### src/rtl/mvu_pe_acc.sv
// mvu_pe_acc: reduces SIMD lane products per beat and accumulates SF beats into one dot-product
//   clk      in   clock, state updates on rising edge
//   rst      in   synchronous active-high reset
//   in_v     in   input beat valid
//   in_rdy   out  input beat can be accepted
//   in_data  in   SIMD packed signed lane products, lane i at [i*TDstI +: TDstI]
//   out_v    out  out holds a completed dot-product
//   out_rdy  in   downstream accepts out
//   out      out  signed accumulated result
module mvu_pe_acc #(
    parameter int SIMD  = 4,
    parameter int TDstI = 16,
    parameter int TDstA = 24,
    parameter int SF    = 3
) (
    input  logic                    clk,
    input  logic                    rst,
    input  logic                    in_v,
    output logic                    in_rdy,
    input  logic [SIMD*TDstI-1:0]   in_data,
    output logic                    out_v,
    input  logic                    out_rdy,
    output logic [TDstA-1:0]        out
);
    localparam int CW = SF > 1 ? $clog2(SF) : 1;
    localparam logic [CW-1:0] LAST = CW'(SF - 1);
    typedef enum logic {ACC, FULL} state_t;
    state_t state_q, state_d;
    logic [CW-1:0] sf_cnt_q, sf_cnt_d;
    logic [TDstA-1:0] acc_q, acc_d, out_q, out_d, lane_sum, sum_new;
    logic accept, consume, done;
    always_comb begin
        lane_sum = '0;
        for (int i = 0; i < SIMD; i++)
            lane_sum = lane_sum + TDstA'($signed(in_data[i*TDstI +: TDstI]));
    end
    assign accept  = in_v && in_rdy;
    assign consume = out_v && out_rdy;
    assign done    = accept && sf_cnt_q == LAST;
    // first beat of a fold restarts the sum rather than adding to the old one
    assign sum_new = (sf_cnt_q == '0 ? '0 : acc_q) + lane_sum;
    always_ff @(posedge clk) begin
        if (rst) state_q <= ACC;
        else     state_q <= state_d;
    end
    always_comb begin
        state_d = state_q;
        if (state_q == ACC) state_d = done ? FULL : ACC;
        else                state_d = done ? FULL : (consume ? ACC : FULL);
    end
    // only the completing beat must wait for a stalled result; earlier beats of the next fold proceed
    always_comb begin
        out_v  = state_q == FULL;
        in_rdy = rst || !(sf_cnt_q == LAST && out_v && !out_rdy);
        out    = out_q;
    end
    always_comb begin
        acc_d    = accept ? sum_new : acc_q;
        sf_cnt_d = accept ? (sf_cnt_q == LAST ? '0 : sf_cnt_q + 1'b1) : sf_cnt_q;
        out_d    = done ? sum_new : out_q;
    end
    always_ff @(posedge clk) begin
        if (rst) begin
            acc_q    <= '0;
            sf_cnt_q <= '0;
            out_q    <= '0;
        end else begin
            acc_q    <= acc_d;
            sf_cnt_q <= sf_cnt_d;
            out_q    <= out_d;
        end
    end
endmodule
### config.mk
export PLATFORM = sky130hd
export DESIGN_NAME = mvu_pe_acc
export DESIGN_NICKNAME = d
export VERILOG_FILES = /design/src/rtl/mvu_pe_acc.sv
export SDC_FILE = /design/constraint.sdc
export NUM_CORES = 1
export LEC_CHECK = 0
export ABC_CLOCK_PERIOD_IN_PS = 6200
export CAP_MARGIN = 20
export CORE_ASPECT_RATIO = 0.75
export CORE_UTILIZATION = 54
export DETAILED_ROUTE_END_ITERATION = 7
export HOLD_SLACK_MARGIN = 0.06
export PLACE_DENSITY_LB_ADDON = 0.15
export SYNTH_ARGS = -nofsm -noshare
export SYNTH_HDL_FRONTEND = slang
export SYNTH_SLANG_ARGS = --single-unit
### constraint.sdc
create_clock -name clk -period 6.2 [get_ports clk]
set_input_delay 0.62 -clock clk [delete_from_list [all_inputs] [get_ports clk]]
set_output_delay 0.62 -clock clk [all_outputs]
set_load 0.02 [all_outputs]
# ---- After elaboration in Yosys (flattened, before gate mapping)
# Index checks and enable logic that the tools add are counted.
dict set report totals {
  word_cells 25
  register_bits 51
  out_inout_bits 26
  inputBits 68
}
dict set report classes {
  reduce_logical 9
  n_mux 6
  addsub 5
  n_eq_ne 1
}
# op count
set op_table {}
lappend op_table {{$add 24x24->24} 1}
lappend op_table {{$mux 24} 1}
lappend op_table {{$add 18x16->19} 1}
lappend op_table {{$add 17x16->18} 1}
lappend op_table {{$add 16x16->17} 1}
lappend op_table {{$logic_and 1x1->1} 5}
lappend op_table {{$mux 1} 4}
lappend op_table {{$add 2x1->2 const B} 1}
lappend op_table {{$eq 2x2->1 const B} 1}
lappend op_table {{$logic_not 1->1} 2}
lappend op_table {{$logic_not 2->1} 1}
lappend op_table {{$mux 2} 1}
lappend op_table {{$logic_or 1x1->1} 1}

# ---- Logic depth before layout (Yosys ltp)
# Gate-level depths: netlist of run 1.
dict set report logic_depth {
  word_depth 9
  ltp_mapped 26
  depth_no_buf 26
}

# ---- Worst setup path after synthesis of run 1
# OpenSTA, ideal clock, no wires.
dict set report synth_timing {
  kind {input-to-reg}
  from {in in_data[1]}
  to {reg acc_q[23]}
  arrival_ns 5.536
  path_stages 25
  required_ns 6.133
  path_slack_ns 0.597
  path_cell_list {inv_1 fa_1 fa_1 inv_1 ha_1 fa_1 a21o_1 a21oi_1 o21bai_1 a21oi_1 o21ba_2 o21bai_1 a211oi_1 nor2_1 ha_1 and3_1 nor2b_1 o21ai_0 o21ai_1 o2bb2ai_1 nor2_1 o41a_1 a21oi_2 mux2_4 a21oi_2}
}
dict set report synth_between {
  elab_chain_len 4
}
# element line_no
set synth_lines {}
lappend synth_lines {{start: declaration} 20} ;# input logic [SIMD*TDstI-1:0] in_data,
lappend synth_lines {{$add 16x16->17} 35} ;# lane_sum = lane_sum + TDstA'($signed(in_data[i*TDstI +: TDstI]));
lappend synth_lines {{$add 17x16->18} 35}
lappend synth_lines {{$add 18x16->19} 35}
lappend synth_lines {{$add 24x24->24} 41} ;# assign sum_new = (sf_cnt_q == '0 ? '0 : acc_q) + lane_sum;
lappend synth_lines {{end signal: assignment} 64} ;# acc_q <= '0;
lappend synth_lines {{end signal: assignment} 68} ;# acc_q <= acc_d;
lappend synth_lines {{end: declaration} 30} ;# logic [TDstA-1:0] acc_q, acc_d, out_q, out_d, lane_sum, sum_new;
# Every way passes these cells.
# A chain may end at the register's enable or synchronous reset.

# ---- Worst setup path after layout of run 1
# Ends and elaborated chain as after synthesis.

==> results of run 1 <==
## critical path: cells and delay by family
family                   cells  cell delay (ps)
buffers and inverters        3              540
AND/OR/NAND/NOR              3              280
adder cells (fa/ha/maj)      5             1980
multiplexers                 1              330
AO/OA/AOI/OAI               13             2280
XOR/XNOR                     1              120
## registers in the layout, summed over array words and instances, names as in the netlist
name,cells
out_v,1
acc_q,24
sf_cnt_q,2
out,24
## worst min path at each step
stage	from	end	slack, ps	cells past startpoint
floorplan	acc_q[0]	acc_q[0]	430	2
global placement	acc_q[16]	acc_q[16]	440	2
detailed placement	acc_q[0]	acc_q[0]	450	2
CTS	acc_q[0]	acc_q[0]	460	2
global route	acc_q[0]	acc_q[0]	470	2
finish	out[1]	out[1]	450	2
## layout make-up
class	count	area (um2)	share of cell area, %
Inverter	107	402	6.28
Timing Repair Buffer	114	1080	16.9
Tap cell	128	160	2.50
Clock buffer	6	139	2.17
Clock inverter	2	38.8	0.606
Sequential cell	51	1020	16.0
Multi-Input combinational cell	477	3550	55.5
## timing repair
action,in CTS,in global routing
buffers inserted,0,1
setup endpoints to repair,0,10
gates resized for setup,0,14
## logic make-up (layout without fill, tap and decap cells)
group	after synthesis	count (layout)	share of synthesized area [%]
and+or+nand+nor	208	208	19.6
AOI/OAI and AO/OA	159	159	19.9
buffers and inverters	130	229	9.94
adders and majority gates	75	75	23.8
DFF	51	51	20.3
xor gates and xnor gates	31	31	5.56
muxes	4	4	0.897
## metal layers
metal,GRT usage (%),vias up,share of wire (%)
met1,30.7,2179,47
met2,45.2,82,49
met3,3.89,9,4.0
li1,-,2363,-
met5,0,-,0
met4,5.14,0,0.70
## power by group through the flow
stage	Sequential, mW	Clock (mW)	Combinational [mW]
after floorplan	0.448	0	1.11
after global placement	0.436	0	1.46
after detailed placement	0.440	0	1.50
after CTS	0.433	0.336	1.51
after global routing	0.441	0.345	1.74
final	0.434	0.330	1.56
## cell usage in the layout (no fill, tap or decap), types with 3 or more instances in the layout
cell type | netlist | routed
inv_1 | 107 | 107
fa_1 | 34 | 34
o21a_1 | 3 | 3
nor2_1 | 38 | 38
a21boi_0 | 3 | 3
a21oi_1 | 75 | 72
clkbuf_16 | 0 | 5
dfxtp_1 | 51 | 51
o21ai_0 | 21 | 17
o21bai_1 | 8 | 8
xor2_1 | 4 | 4
and3_1 | 5 | 4
o21ai_1 | 1 | 5
nand4_1 | 3 | 3
nor2b_1 | 4 | 3
nand3_1 | 13 | 11
nor3b_1 | 3 | 3
a211oi_1 | 14 | 13
clkdlybuf4s50_1 | 0 | 92
and2_1 | 22 | 22
nand2_1 | 92 | 92
xnor2_1 | 26 | 26
nand2b_1 | 13 | 13
a21oi_2 | 2 | 5
nand3b_1 | 3 | 3
ha_1 | 41 | 41
mux2i_1 | 3 | 3
a21o_1 | 9 | 9
buf_4 | 0 | 21
==> run_results.csv, run 1 <==
group,metric,value,unit
finish,drive_gt1_share,6.74,%
critical_path,critPathLaunchType,"primary input",
power_and_ir_drop,p_sw,1.03,mW
floorplanning,die_h,85.5,um
critical_path,reg2reg_from,"sf_cnt_q[1]",
power_and_ir_drop,p_sw_share,44.3,%
global_route,grt_first_pass_wirelength,19500,um
sta,period_share,95.6,%
detailed_routing,routed_via_density,5.24,
sta,setup_viol_count_final,0,
synth,syn-cell-area,5020,um2
clock_tree,clk_path_buf_depth,2,
detailed_routing,wl_per_cell,12.8,um
power_and_ir_drop,power_frac_seq,18.7,%
floorplanning,start_util,55.5,%
critical_path,crit_fanout,5,
synth,synth_top_area_share,20.3,%
sta,fmax,169,MHz
clock_tree,cts_tree,"done",
finish,nets,899,
critical_path,r2r_cells,14,
sta,setup_tns,0,ps
critical_path,cp-endpoint,"acc_q[23]",
power_and_ir_drop,clock_power_share,14.2,%
critical_path,max_stage_delay,510,ps
critical_path,slowest_stage,"fa_1",
detailed_routing,antenna_left,0,
place,place_area,6160,um2
clock_tree,hold_buffers,0,
place,pre_cts_slack,-213,ps
synth,synth_cell_types,57,
synth,synth_top_area_cell,"dfxtp_1",
critical_path,arrival,6150,ps
synth,yosys_warnings,0,
finish,stdcell_count,885,
global_route,grt_max_degree,60,
outcome,status,"complete, no violations",
synth,ys_seq_elements,51,
sta,hold_viol,0,
place,hpwl,8900,um
place,place_inst,876,
floorplanning,ios,94,
synth,yosys-top-cells-count,"inv_1 (107), nand2_1 (92), a21oi_1 (75)",
place,io_buffers,93,
clock_tree,cts.sinks,51,
critical_path,reg2reg_slack,2290,ps
synth,syn_inst,658,
detailed_routing,routed_wl,11400,um
floorplanning,num_rows,30,
power_and_ir_drop,p_int,1.29,mW
clock_tree,insertion_delay,300,ps
critical_path,startpoint,"in_data[1]",
detailed_routing,vias,4633,
global_route,overflow,0,
critical_path,cp_common_cell,"a21oi_2",
synth,async_flop_share,0,%
power_and_ir_drop,combPwrFrac,67.1,%
finish,area_growth,27.4,%
power_and_ir_drop,leakage,2.95,nW
synth,synth_edf_count,0,
finish,final_core_util,70.7,%
critical_path,worstSetupPathType,"primary input to register",
finish,design_area,6400,um2
job,cap_violations,0,
synth,synth_area_leaders,"dfxtp_1 (20%), fa_1 (14%), ha_1 (10%)",
detailed_routing,post-route-drc-count,0,
finish,fillers,785,
global_route,grtUsageTotal,24.6,%
floorplanning,dieArea,9690,um2
global_route,antenna_found_initial,0,
clock_tree,cts_inserted_buffers,5,
synth,yosysMostFrequentCell,"inv_1",
sta,clock_skew,5.72,ps
sta,max-slew-margin-rel,29.1,%
sta,whs,455,ps
place,gp_congestion,0.922,
sta,fin_ws,274,ps
detailed_routing,first_pass_iters,5,
synth,synth_fp_nets,801,
critical_path,required,6420,ps
sta,slew_viol_final,0,
sta,grt_setup_unrepaired,"true",
global_route,grt_pass1_vias,4650,
critical_path,worstSetupEndpointType,"register",
sta,period_minus_slack,5930,ps
floorplanning,design.core.area,9050,um2
clock_tree,htreeDepth,2,
finish,n_antenna_cell,0,
detailed_routing,drt_iter0_drc,221,
floorplanning,dieWidth,113,um
hold_path,worstHoldPathType,"register to register",
synth,seq_area_frac_synth,20.3,%
synth,synth.avg_cell_area,7.63,um2
sta,tightest_slew,1060,ps
synth,synth_flop_cell,"dfxtp_1",
clock_tree,cts_root_buf,"clkbuf_16",
power_and_ir_drop,ir_drop,0.247,mV
power_and_ir_drop,power_density,363,nW/um2
critical_path,reg2reg_to,"out[20]",
power_and_ir_drop,power,2.32,mW
clock_tree,clkTransAtPathRegs,70,ps
(Power assumes the default switching activity.)
==> inputs of run 2 (changes only) <==
- SLEW_MARGIN: unset -> 30
==> run 2 against run 1 <==
  * Routed wire length barely moved
  * Hold slack barely moved
  * Final cell count did not move
  * Clock power barely moved
  * Register-to-register slack improved by 20 ps
  * Critical path type unchanged
  * Critical endpoint unchanged
  * Largest cell class unchanged
==> run_results.csv, run 2 (synthesized netlist as in run 1, its figures left out) <==
group,metric,value,unit
sta,setup_viol_count_final,0,
place,io_buffers,93,
global_route,grt_max_degree,60,
floorplanning,dieArea,9690,um2
sta,max-slew-margin-rel,38.0,%
hold_path,worstHoldPathType,"register to register",
power_and_ir_drop,power,2.32,mW
clock_tree,cts_root_buf,"clkbuf_16",
detailed_routing,post-route-drc-count,0,
detailed_routing,routed_via_density,5.23,
sta,setup_tns,0,ps
sta,fmax,169,MHz
floorplanning,ios,94,
sta,tightest_slew,928,ps
critical_path,critPathLaunchType,"primary input",
global_route,grtUsageTotal,24.6,%
global_route,grt_pass1_vias,4650,
finish,final_core_util,70.8,%
sta,hold_viol,0,
critical_path,arrival,6150,ps
detailed_routing,first_pass_iters,5,
critical_path,required,6430,ps
sta,period_share,95.5,%
sta,slew_viol_final,0,
finish,final_cell_mix,"inv_1 (107), nand2_1 (92), clkdlybuf4s50_1 (92)",
finish,mostFrequentLayoutCell,"inv_1",
clock_tree,htreeDepth,2,
critical_path,worstSetupEndpointType,"register",
global_route,overflow,0,
sta,grt_setup_unrepaired,"true",
finish,n_antenna_cell,0,
floorplanning,die_h,85.5,um
finish,drive_gt1_share,6.87,%
detailed_routing,routed_wl,11400,um
sta,period_minus_slack,5920,ps
clock_tree,cts.sinks,51,
power_and_ir_drop,ir_drop,0.247,mV
global_route,grt_first_pass_wirelength,19500,um
detailed_routing,vias,4632,
detailed_routing,antenna_left,0,
clock_tree,clkTransAtPathRegs,70,ps
critical_path,worstSetupPathType,"primary input to register",
clock_tree,cts_tree,"done",
power_and_ir_drop,power_density,363,nW/um2
sta,clock_skew,5.72,ps
floorplanning,num_rows,30,
job,cap_violations,0,
finish,nets,899,
detailed_routing,wl_per_cell,12.8,um
outcome,status,"complete, no violations",
floorplanning,dieWidth,113,um
clock_tree,clk_path_buf_depth,2,
finish,area_growth,27.5,%
global_route,antenna_found_initial,0,
finish,fillers,783,
power_and_ir_drop,leakage,2.95,nW
clock_tree,insertion_delay,300,ps
detailed_routing,drt_iter0_drc,221,
place,hpwl,8900,um
place,gp_congestion,0.922,
floorplanning,design.core.area,9050,um2
critical_path,crit_fanout,5,
clock_tree,cts_inserted_buffers,5,
floorplanning,start_util,55.5,%
## run 2: cell counts in the layout (fill, tap and decap cells not counted)
No cell type changed its count.
## run 2: cell type report
class                           count  area (um2)  share of cell area [%]
Clock buffer                        6         139                    2.17
Clock inverter                      2        38.8                   0.606
Inverter                          107         402                    6.27
Multi-Input combinational cell    477        3550                    55.5
Sequential cell                    51        1020                    15.9
Tap cell                          128         160                    2.50
Timing Repair Buffer              114        1090                    17.0
## run 2: per-stage QoR
step	hold WS (ps)	worst slack, ps	cells	area, um2
2_1_floorplan	432	597	658	5020
3_3_place_gp	438	-64.2	876	6160
3_5_place_dp	447	-213	876	6160
4_1_cts	456	88.2	884	6340
5_1_grt	474	-45.5	885	6400
6_report	455	281	885	6400
## run 2: critical path: stages
cell and delay, ps:
clkdlybuf4s50_1 450, inv_1 50, fa_1 490, fa_1 510, inv_1 40, ha_1 210, fa_1 390, a21o_1 200
a21oi_2 150, o21bai_1 90, a21oi_2 160, o21ba_2 170, o21ai_1 140, o221ai_2 190, o21bai_1 80, a21oi_1 180
xnor2_1 120, ha_1 380, nand3_2 100, nor2_1 100, o2bb2ai_1 140, nor2_1 80, o41a_1 430, a21oi_2 220
mux2_4 330, a21oi_2 130
## run 2: final timing paths
path                    start         to  slack, ps  cells past startpoint
setup / recovery   in_data[1]  acc_q[23]        280                     26
hold / removal         out[1]     out[1]        450                      2
setup reg to reg  sf_cnt_q[1]    out[20]       2310                     14
hold reg to reg        out[1]     out[1]        450                      2
## run 2: metal layers
metal  wire, um  share of wire, %  track usage (%)  vias up
met4         80              0.70             5.14        0
met1       5310                47             30.7     2178
met5          0                 0                0        -
met3        454               4.0             3.89        9
li1           -                 -                -     2363
met2       5520                49             45.2       82
## run 2: timing repair
action                                  CTS  global route
gates resized for setup                   0            14
hold buffers                              0             0
setup buffers                             0             1
endpoints found under the setup margin    0            10
## run 2: report_power, final
group	internal (mW)	total, mW	switching [mW]
clock network	0.203	0.330	0.127
registers	0.398	0.434	0.0360
logic	0.692	1.56	0.865
total	1.29	2.32	1.03
